$ cat src/rtl/apb_master_arbiter.sv
// apb_master_arbiter: shares one downstream APB bus between two upstream APB
// masters (port 0: AHB-to-APB bridge, port 1: secondary master).
// Round-robin grant in IDLE, registered address/control payload, and a plain
// SETUP/ACCESS sequence downstream. The losing master is stalled by holding
// its PREADY low until it has been granted and its transfer completes.
//
// Optional feature: define APB_ARB_TIMEOUT_EN to enable the ACCESS-phase
// watchdog. It forces an error completion after TIMEOUT ACCESS cycles without
// PREADY and pulses ARB_TIMEOUT_IRQ. Without the macro ACCESS waits forever.
//
// Handshake: upstream, a master requests with Mi_PSEL and its transfer ends in
// the cycle where Mi_PREADY=1 (Mi_PSLVERR/Mi_PRDATA valid only then).
// Downstream, PSEL/PENABLE/payload follow APB; a transfer ends in the ACCESS
// cycle where PREADY=1 (or the watchdog fires). No preemption: the owner keeps
// the bus until that completion cycle.

module apb_master_arbiter #(
    parameter int ADDRWIDTH = 16,
    parameter int TIMEOUT   = 255
) (
    input  logic                 PCLK,
    input  logic                 PRESETn,
    // master 0
    input  logic                 M0_PSEL,
    input  logic                 M0_PENABLE,
    input  logic                 M0_PWRITE,
    input  logic [ADDRWIDTH-1:0] M0_PADDR,
    input  logic [31:0]          M0_PWDATA,
    input  logic [3:0]           M0_PSTRB,
    input  logic [2:0]           M0_PPROT,
    output logic [31:0]          M0_PRDATA,
    output logic                 M0_PREADY,
    output logic                 M0_PSLVERR,
    // master 1
    input  logic                 M1_PSEL,
    input  logic                 M1_PENABLE,
    input  logic                 M1_PWRITE,
    input  logic [ADDRWIDTH-1:0] M1_PADDR,
    input  logic [31:0]          M1_PWDATA,
    input  logic [3:0]           M1_PSTRB,
    input  logic [2:0]           M1_PPROT,
    output logic [31:0]          M1_PRDATA,
    output logic                 M1_PREADY,
    output logic                 M1_PSLVERR,
    // downstream
    output logic                 PSEL,
    output logic                 PENABLE,
    output logic                 PWRITE,
    output logic [ADDRWIDTH-1:0] PADDR,
    output logic [31:0]          PWDATA,
    output logic [3:0]           PSTRB,
    output logic [2:0]           PPROT,
    input  logic [31:0]          PRDATA,
    input  logic                 PREADY,
    input  logic                 PSLVERR,
    output logic                 ARB_TIMEOUT_IRQ,
    // debug: current FSM state (0 IDLE, 1 SETUP, 2 ACCESS)
    output logic [1:0]           o_dbg_state
);

    typedef enum logic [1:0] {
        ST_IDLE   = 2'b00,
        ST_SETUP  = 2'b01,
        ST_ACCESS = 2'b10
    } state_t;

    if ((TIMEOUT < 1) || (TIMEOUT > 255)) begin : g_bad_timeout
        $error("apb_master_arbiter: TIMEOUT must be in 1..255");
    end

    state_t                 r_state;
    logic                   r_owner;
    logic                   r_last_grant;
    logic                   r_psel;
    logic                   r_penable;
    logic                   r_pwrite;
    logic [ADDRWIDTH-1:0]   r_paddr;
    logic [31:0]            r_pwdata;
    logic [3:0]             r_pstrb;
    logic [2:0]             r_pprot;

    logic                   w_req_any;
    logic                   w_sel;
    logic                   w_sel_pwrite;
    logic [ADDRWIDTH-1:0]   w_sel_paddr;
    logic [31:0]            w_sel_pwdata;
    logic [3:0]             w_sel_pstrb;
    logic [2:0]             w_sel_pprot;
    logic                   w_access;
    logic                   w_own0;
    logic                   w_own1;
    logic                   w_timeout;
    logic                   w_done;
    logic                   w_unused;

    // Upstream PENABLE is not needed: ACCESS timing is generated here.
    assign w_unused = M0_PENABLE ^ M1_PENABLE;

    // Round-robin pick: on a tie the port not granted last wins.
    assign w_req_any    = M0_PSEL | M1_PSEL;
    assign w_sel        = (M0_PSEL & M1_PSEL) ? ~r_last_grant : M1_PSEL;
    assign w_sel_pwrite = w_sel ? M1_PWRITE : M0_PWRITE;
    assign w_sel_paddr  = w_sel ? M1_PADDR  : M0_PADDR;
    assign w_sel_pwdata = w_sel ? M1_PWDATA : M0_PWDATA;
    assign w_sel_pstrb  = w_sel ? M1_PSTRB  : M0_PSTRB;
    assign w_sel_pprot  = w_sel ? M1_PPROT  : M0_PPROT;

    assign w_access = (r_state == ST_ACCESS);
    assign w_own0   = w_access & ~r_owner;
    assign w_own1   = w_access &  r_owner;

`ifdef APB_ARB_TIMEOUT_EN
    localparam logic [7:0] TIMEOUT_LAST = 8'(TIMEOUT - 1);
    logic [7:0] r_wait_cnt;
    // PREADY in the last allowed cycle still wins as a normal completion.
    assign w_timeout = w_access & ~PREADY & (r_wait_cnt == TIMEOUT_LAST);
`else
    assign w_timeout = 1'b0;
`endif

    assign w_done = w_access & (PREADY | w_timeout);

    // Response routing: only the owner in ACCESS sees the slave; others stall.
    assign M0_PREADY  = w_own0 & (PREADY | w_timeout);
    assign M1_PREADY  = w_own1 & (PREADY | w_timeout);
    assign M0_PSLVERR = w_own0 & (PREADY ? PSLVERR : w_timeout);
    assign M1_PSLVERR = w_own1 & (PREADY ? PSLVERR : w_timeout);
    assign M0_PRDATA  = (w_own0 & ~w_timeout) ? PRDATA : 32'd0;
    assign M1_PRDATA  = (w_own1 & ~w_timeout) ? PRDATA : 32'd0;

    assign ARB_TIMEOUT_IRQ = w_timeout;

    assign PSEL        = r_psel;
    assign PENABLE     = r_penable;
    assign PWRITE      = r_pwrite;
    assign PADDR       = r_paddr;
    assign PWDATA      = r_pwdata;
    assign PSTRB       = r_pstrb;
    assign PPROT       = r_pprot;
    assign o_dbg_state = r_state;

    // Arbitration FSM with registered bus control, payload and wait counter.
    always_ff @(posedge PCLK or negedge PRESETn) begin
        if (!PRESETn) begin
            r_state      <= ST_IDLE;
            r_owner      <= 1'b0;
            r_last_grant <= 1'b1;
            r_psel       <= 1'b0;
            r_penable    <= 1'b0;
            r_pwrite     <= 1'b0;
            r_paddr      <= '0;
            r_pwdata     <= 32'd0;
            r_pstrb      <= 4'd0;
            r_pprot      <= 3'd0;
`ifdef APB_ARB_TIMEOUT_EN
            r_wait_cnt   <= 8'd0;
`endif
        end else begin
            case (r_state)
                ST_IDLE: begin
                    if (w_req_any) begin
                        r_owner      <= w_sel;
                        r_last_grant <= w_sel;
                        r_pwrite     <= w_sel_pwrite;
                        r_paddr      <= w_sel_paddr;
                        r_pwdata     <= w_sel_pwdata;
                        r_pstrb      <= w_sel_pstrb;
                        r_pprot      <= w_sel_pprot;
                        r_psel       <= 1'b1;
                        r_penable    <= 1'b0;
                        r_state      <= ST_SETUP;
                    end
                end
                ST_SETUP: begin
                    r_penable <= 1'b1;
                    r_state   <= ST_ACCESS;
`ifdef APB_ARB_TIMEOUT_EN
                    r_wait_cnt <= 8'd0;
`endif
                end
                ST_ACCESS: begin
                    if (w_done) begin
                        r_psel    <= 1'b0;
                        r_penable <= 1'b0;
                        r_state   <= ST_IDLE;
                    end
`ifdef APB_ARB_TIMEOUT_EN
                    else begin
                        r_wait_cnt <= r_wait_cnt + 8'd1;
                    end
`endif
                end
                default: begin
                    r_psel    <= 1'b0;
                    r_penable <= 1'b0;
                    r_state   <= ST_IDLE;
                end
            endcase
        end
    end

endmodule
$ cat config.mk
export PLATFORM = sky130hd
export DESIGN_NAME = apb_master_arbiter
export DESIGN_NICKNAME = d
export VERILOG_FILES = /design/src/rtl/apb_master_arbiter.sv
export SDC_FILE = /design/constraint.sdc
export NUM_CORES = 1
export LEC_CHECK = 0
export CAP_MARGIN = 20
export CORE_AREA = 2 2 110 112
export DETAILED_ROUTE_END_ITERATION = 8
export DIE_AREA = 0 0 112 114
export GPL_ROUTABILITY_DRIVEN = 0
export GPL_TIMING_DRIVEN = 0
export PLACE_DENSITY = 0.82
export SLEW_MARGIN = 20
export SYNTH_ARGS = -nofsm -noshare
export SYNTH_HDL_FRONTEND = slang
export SYNTH_SLANG_ARGS = --single-unit
$ cat constraint.sdc
create_clock -name PCLK -period 1.9 [get_ports PCLK]
set_clock_uncertainty 0.05 [all_clocks]
set_input_delay 0.285 -clock PCLK [delete_from_list [all_inputs] [get_ports PCLK]]
set_output_delay 0.285 -clock PCLK [all_outputs]
set_load 0.05 [all_outputs]
==> key figures <==
Outcome
  • Outcome: complete, but fails checks
  • Failing checks: negative setup slack

Floorplanning
  • Core footprint: 0.0117 mm2
  • IO Pins: 281
  • Initial Util: 31.2%
  • Die area: 0.0128 mm2
  • Die Span Y: 114 um
  • Num rows: 40
  • Chip width: 112 um

Worst hold path
  • Min-delay worst type: in2async

Critical path
  • Cell mode on critical path: buf_4
  • Reg2Reg Capture Point: PADDR[12]
  • Setup Crit Path Kind: reg2out
  • Launching point of the worst reg2reg path: o_dbg_state[1]
  • R2R cell count: 6
  • Crit-path max cell delay: 0.42 ns
  • CP endpoint kind: output pin
  • Worst path cell trace: nand2b_4, nor2_4, buf_4, buf_4, and2_2, buf_6
  • Flop2flop setup slack: 0.07 ns
  • Slowest stage cell, crit path: dfrtp_2
  • Crit path required time: 1.56 ns
  • Crit path DAT: 1.63 ns
  • Top fanout value on the critical path: 5
  • Critical path launch point type: flip-flop

Synth
  • Asr flop ratio synth: 100%
  • Most common flop cell mapped by yosys: dfrtp_1
  • Cells after Synth: 278
  • Mapped Avg Cell Area: 13.1 um2
  • Post-synth EDFFs: 0
  • Part of the Yosys area used for sequential elements: 41.9%
  • Synth warnings: 0
  • Yosys reg bits: 61
  • Post-synth net total: 430
  • Syn Std Cell Area: 0.00365 mm2
  • Post-synth cell types: 20

Timing
  • Final hold vios: 0
  • Sum of negative setup slack: -1.83 ns
  • RSZ-0062 raised after global routing: true
  • Fin crit share: 103%
  • Count of final setup violators: 55
  • Final min period: 1.97 ns
  • Fin. max-slew vios: 0
  • Highest clock rate: 509 MHz
  • Worst Tran Pin Value: 0.553 ns
  • Final setup margin: -0.0659 ns
  • Slew headroom: 63.1%

Layout
  • Area Growth Syn to Fin: 109%
  • Final #Nets: 735
  • Non-Filler Instances: 738
  • Layout cells sized above 1: 51.2%
  • Final Cell Area: 0.00764 mm2
  • Multi-input logic area: 0.00217 mm2
  • Sequential cell area: 0.00153 mm2
  • Number of fill cells: 860

Global route
  • Largest net degree at the start of global routing: 53
  • Final global-route overflow total: 0
  • Gr usage total: 19.6%
  • Initial antenna violation count: 3
  • Vias in the first global route: 3516
  • First-pass GRT wire length: 19200 um

Place
  • Area post-placement: 0.00671 mm2
  • # port buffers: 277
  • Dpl ws: -0.772 ns
  • Cells after DPL: 703
  • DP Wirelength: 10000 um

Power and ir drop
  • Worst IR Drop VDD: 1.09 mV
  • Total Power: 0.0128 W
  • PwrDens: 1670 mW/mm2
  • Static Leak: 3.42 nW

Route
  • DR DRC count: 0
  • Final wirelength: 13800 um
  • Vias: 3368
  • First-pass DRT Iterations: 3
  • WL/cell: 18.7 um
  • Post-DR vias/cell: 4.56
  • Post-route ant nets: 0
  • Iteration-0 DRC Markers: 87

CTS
  • CTS tree: built
  • CTS clock-pin slew for the worst setup and hold paths: 0.05 ns
  • CTS buffer count: 9
  • H-Tree Depth: 3
  • Root Driver: clkbuf_16
  • Max Buffers Root-to-Sink: 2
  • # clock sinks: 61
  • Worst-skew pair later-pin latency: 0.33 ns

Flow run
  • Max_cap viols: 0
==> area by class of cell <==
type                            instances  share of cell area, %
Sequential cell                        61                   20.0
Multi-Input combinational cell        197                   28.4
Clock buffer                           11                   3.04
Antenna cell                            3                 0.0982
Timing Repair Buffer                  292                   42.3
Buffer                                 20                   2.67
Inverter                                2                 0.0982
Clock inverter                          5                  0.982
Tap cell                              147                   2.41
==> cells in the final DEF, fill, tap and decap left out, types with 2 or more instances in the layout <==
cell	count
clkbuf_4	5
dfrtp_1	58
and3_1	2
diode_2	3
mux2_4	58
dfrtp_2	2
dlygate4sd2_1	3
clkinv_2	3
buf_4	8
bufinv_16	2
clkdlybuf4s50_1	203
dlymetal6s2s_1	2
o21ai_0	3
buf_8	61
buf_2	4
mux2_2	54
clkbuf_16	10
buf_6	23
and2_4	53
and2_2	9
clkbuf_1	2
and2_1	4
nor2_4	3
nand2_1	2
==> per-stage QoR <==
step | utilization [%] | hold WS [ns]
2_1_floorplan | - | -0.0606
3_3_place_gp | 57.1 | 0.428
3_5_place_dp | 57.3 | 0.0975
4_1_cts | 60.8 | 0.286
5_1_grt | 65.3 | 0.281
6_report | 65.3 | 0.291
==> state kept, by name (all words and copies together) (netlist names) <==
register / count
PSEL: 1
PWDATA: 32
r_last_grant: 1
PSTRB: 4
o_dbg_state: 2
r_owner: 1
PADDR: 16
PPROT: 3
PWRITE: 1
==> worst max-delay path: cells and delay by family (launching register included) <==
kind | cells | cell delay (ns)
simple gates | 3 | 0.48
flops | 1 | 0.42
buf+inv | 3 | 0.41
==> worst max-delay path by stage <==
| stage | startpoint | endpoint | slack (ns) | cells after the start |
|---|---|---|---|---|
| global placement | PRESETn | o_dbg_state[1] | -1.72 | 1 |
| CTS | o_dbg_state[0] | M1_PRDATA[15] | -0.11 | 5 |
| finish | o_dbg_state[0] | M0_PRDATA[30] | -0.07 | 6 |
| global route | o_dbg_state[0] | M0_PRDATA[30] | -0.12 | 6 |
| detailed placement | o_dbg_state[0] | M1_PRDATA[11] | -0.77 | 5 |
| floorplan | o_dbg_state[0] | M0_PRDATA[10] | 0.07 | 4 |
==> layer usage <==
layer	vias up	global-route usage, %	share of wire, %
li1	1568	-	-
met1	1597	19.6	35
met2	176	37.8	55
met3	27	5.90	7.0
met4	0	8.29	2.8
met5	-	0	0
==> power breakdown <==
part           switching [W]  internal, W  total [W]
Clock               0.000563      0.00114    0.00170
Combinational        0.00491      0.00381    0.00872
Sequential          0.000388      0.00199    0.00238
Total                0.00586      0.00694     0.0128
==> logic make-up (layout without fill, tap and decap cells) <==
kind of cell	count (synthesis)	after routing	synth area share [%]
other	1	4	0.103
muxes	112	112	40.5
DFF	61	61	41.9
and+or+nand+nor	75	77	12.5
buffers and inverters	22	330	3.77
AOI/OAI and AO/OA	7	7	1.23
==> synthesized netlist by cell type, types with 2 or more instances <==
cell,number,area [um2]
nand2_1,2,7.51
mux2_2,54,608
inv_1,2,7.51
dfrtp_1,60,1500
and3_1,2,12.5
mux2_4,58,871
buf_2,5,25.0
clkbuf_1,6,22.5
o21ai_0,3,15.0
nand2b_1,2,12.5
buf_4,5,37.5
buf_6,4,45.0
and2_1,66,413
nor2_1,3,11.3
==> what timing repair did <==
action | 4_1_cts | 5_1_grt
endpoints found under the hold margin | 9 | 0
hold buffers | 1 | 0
pin swaps | 9 | 22
cloned | 3 | 5
setup buffers | 1 | 6
endpoints found under the setup margin | 91 | 112
resized for setup | 482 | 153
No activity file was read; power rests on OpenSTA's default activity.
==> edit, RTL diff (same settings) <==
The parameter `ADDRWIDTH` goes from 16 to 18.
--- a/src/rtl/apb_master_arbiter.sv
+++ b/src/rtl/apb_master_arbiter.sv
@@ -15,7 +15,7 @@
 // the bus until that completion cycle.
 
 module apb_master_arbiter #(
-    parameter int ADDRWIDTH = 16,
+    parameter int ADDRWIDTH = 18,
     parameter int TIMEOUT   = 255
 ) (
     input  logic                 PCLK,
Ports: changed (resized M0_PADDR, M1_PADDR and PADDR); port bits go from 281 to 287. The function was not compared with the original's and may differ.
==> edit against the unedited design <==
  * Wire length shrank 3.4%
  * Count of clock-buffer cells in the layout shrank 2
  * Setup slack gained 0.034 ns
  * Synthesized cell count grew 2.5%
  * Sequential cell count grew 2
  * Design area shrank 3.4%
  * Critical path type unchanged
  * Synthesized area shrank 1.6%
  * Highest routed layer unchanged
  * Largest power group unchanged
  * The run still ends with negative setup slack left
  * Total power shrank 3.7%
==> edit: results (changes against the unedited design) <==
failing checks negative setup slack; Largest stage delay, worst path 0.41 ns; Vias 3,351 (-0.50%); nets 744 (+1.2%); Initial DRC Count 74 (-15%); post-synthesis xor/xnor area fraction 0% (unchanged); Net Count, Synth 441 (+2.6%); commonest cells in the netlist mux2_2, and2_1, dfrtp_1; initial antenna violation count 0 (-3); worst hold path type input pin to async pin; Synth Flop Type dfrtp_1; Port Buffers 283 (+2.2%); Area contributors post-synth dfrtp_1, mux2_2, and2_1, mux2_4, buf_2; multiplexer area fraction after synthesis 38.3% (-2.2 points); Synth Area in Compound Gates 1.25% (+0.021 points); clk slew on worst S/H paths about 0.060 ns; CTS root buf clkbuf_16; outcome finished with violations; worst vdd ir 1100 uV (+0.72%); diodes inserted 0 (-3); share of post-route cells with drive strength above 1 50.1% (-1.1 points); Async S/R FF share, synth 100% (unchanged); switching pwr 5.86 mW (about the same); final setup fails 39 (-29%); post-synthesis cell type count 22 (+10%); post-synthesis sequential area ratio 44.0% (+2.1 points); Critical Path AT 1.60 ns (-0.03 ns); first-pass GRT wire length 19,700 um (+2.8%); Setup WS pre-CTS -0.786 ns (-0.0136 ns); crit path max fanout 10 (+5); total track usage 19.7% (about the same); HPWL after DPL 10,300 um (+2.2%); TritonRoute pass-1 iters 4 (+1); clk_lat worst skew 0.31 ns (-0.02 ns); leakage 3.19 nW (-6.7%); routed len/inst 18.0 um (-3.7%); max reg flops 32 (unchanged); H-tree depth 3 (unchanged); Num CTS Buffers 9 (unchanged); yosys warns 0 (unchanged); largest net degree at the start of global routing 36 (-32%); Slowest-stage cell, CP dfrtp_2; CTS max path bufs 2 (unchanged); final worst slack -0.0316 ns (+0.0342 ns); vias in the first global route 3,657 (+4.0%); number of fill cells 935 (+8.7%); Slew @ Worst Pin 0.542 ns (-0.0103 ns); Adder-Cell Fraction of Synth Area 0% (unchanged)
-- edit: cell type report --
cell class                 count  share of cell area, %
timing repair buffer         291                   41.9
buffer                        21                   3.05
tap                          147                   2.49
inverter                       2                  0.102
sequential                    63                   21.4
clock inverter                 7                  0.661
clock buffer                   9                   3.05
multi-input combinational    200                   27.3
-- edit: final timing paths --
check / end / start / slack [ns] / depth (start not counted)
max: M1_PRDATA[9] / o_dbg_state[0]$_DFFE_PN0P_ / -0.03 / 5
min: PADDR[17]$_DFFE_PN0P_ / PRESETn / 0.37 / 2
max reg2reg: PWDATA[6]$_DFFE_PN0P_ / r_last_grant$_DFFE_PN1P_ / 0.06 / 5
min reg2reg: PSEL$_DFFE_PN0P_ / PSEL$_DFFE_PN0P_ / 0.45 / 2
max in group asynchronous: PWDATA[9]$_DFFE_PN0P_ / PRESETn / 0.90 / 3
min in group PCLK: PSEL$_DFFE_PN0P_ / PSEL$_DFFE_PN0P_ / 0.45 / 2
-- edit: cells by family after synthesis --
family                 Yosys count
buffers and inverters           23
AND/OR/NAND/NOR                 75
other                            1
flip-flops                      63
AO/OA/AOI/OAI                    7
multiplexers                   116
-- edit: power by group through the flow --
stage	clock, mW	sequential (mW)	combinational [mW]
after floorplan	0	4.76	2.79
after global placement	0	2.42	7.69
after detailed placement	0	2.45	7.80
after CTS	1.52	2.45	8.15
after global routing	1.60	2.53	8.70
final	1.48	2.45	8.40
-- edit: timing repair --
| item | CTS | global route |
|---|---|---|
| pin swaps | 6 | 8 |
| cloned | 3 | 1 |
| hold buffers | 1 | 0 |
| setup endpoints to repair | 80 | 124 |
| buffers inserted | 1 | 2 |
| resized for setup | 511 | 60 |
| hold endpoints to repair | 27 | 0 |
-- edit: worst max-delay path, delay by kind of cell (launching register included) --
kind                   cells  cell delay (ns)
buffers and inverters      2             0.35
DFF                        1             0.41
and+or+nand+nor            3             0.52
-- edit: stage by stage --
step | area, um2 | util, % | std cells | setup TNS [ns]
2_1_floorplan | 3670 | - | 285 | 0
3_3_place_gp | 6680 | 57.1 | 715 | -149.09
3_5_place_dp | 6700 | 57.2 | 716 | -59.40
4_1_cts | 7200 | 61.5 | 737 | -1.87
5_1_grt | 7380 | 63.0 | 740 | -3.83
6_report | 7380 | 63.0 | 740 | -0.600
-- edit: per-layer routing --
metal  part of all wire [%]  vias up  global-route usage [%]
met2                     53      133                    35.6
met3                    6.0       14                    4.78
met1                     39     1619                    23.2
li1                       -     1585                       -
met4                    1.4        0                    5.77
met5                      0        -                       0
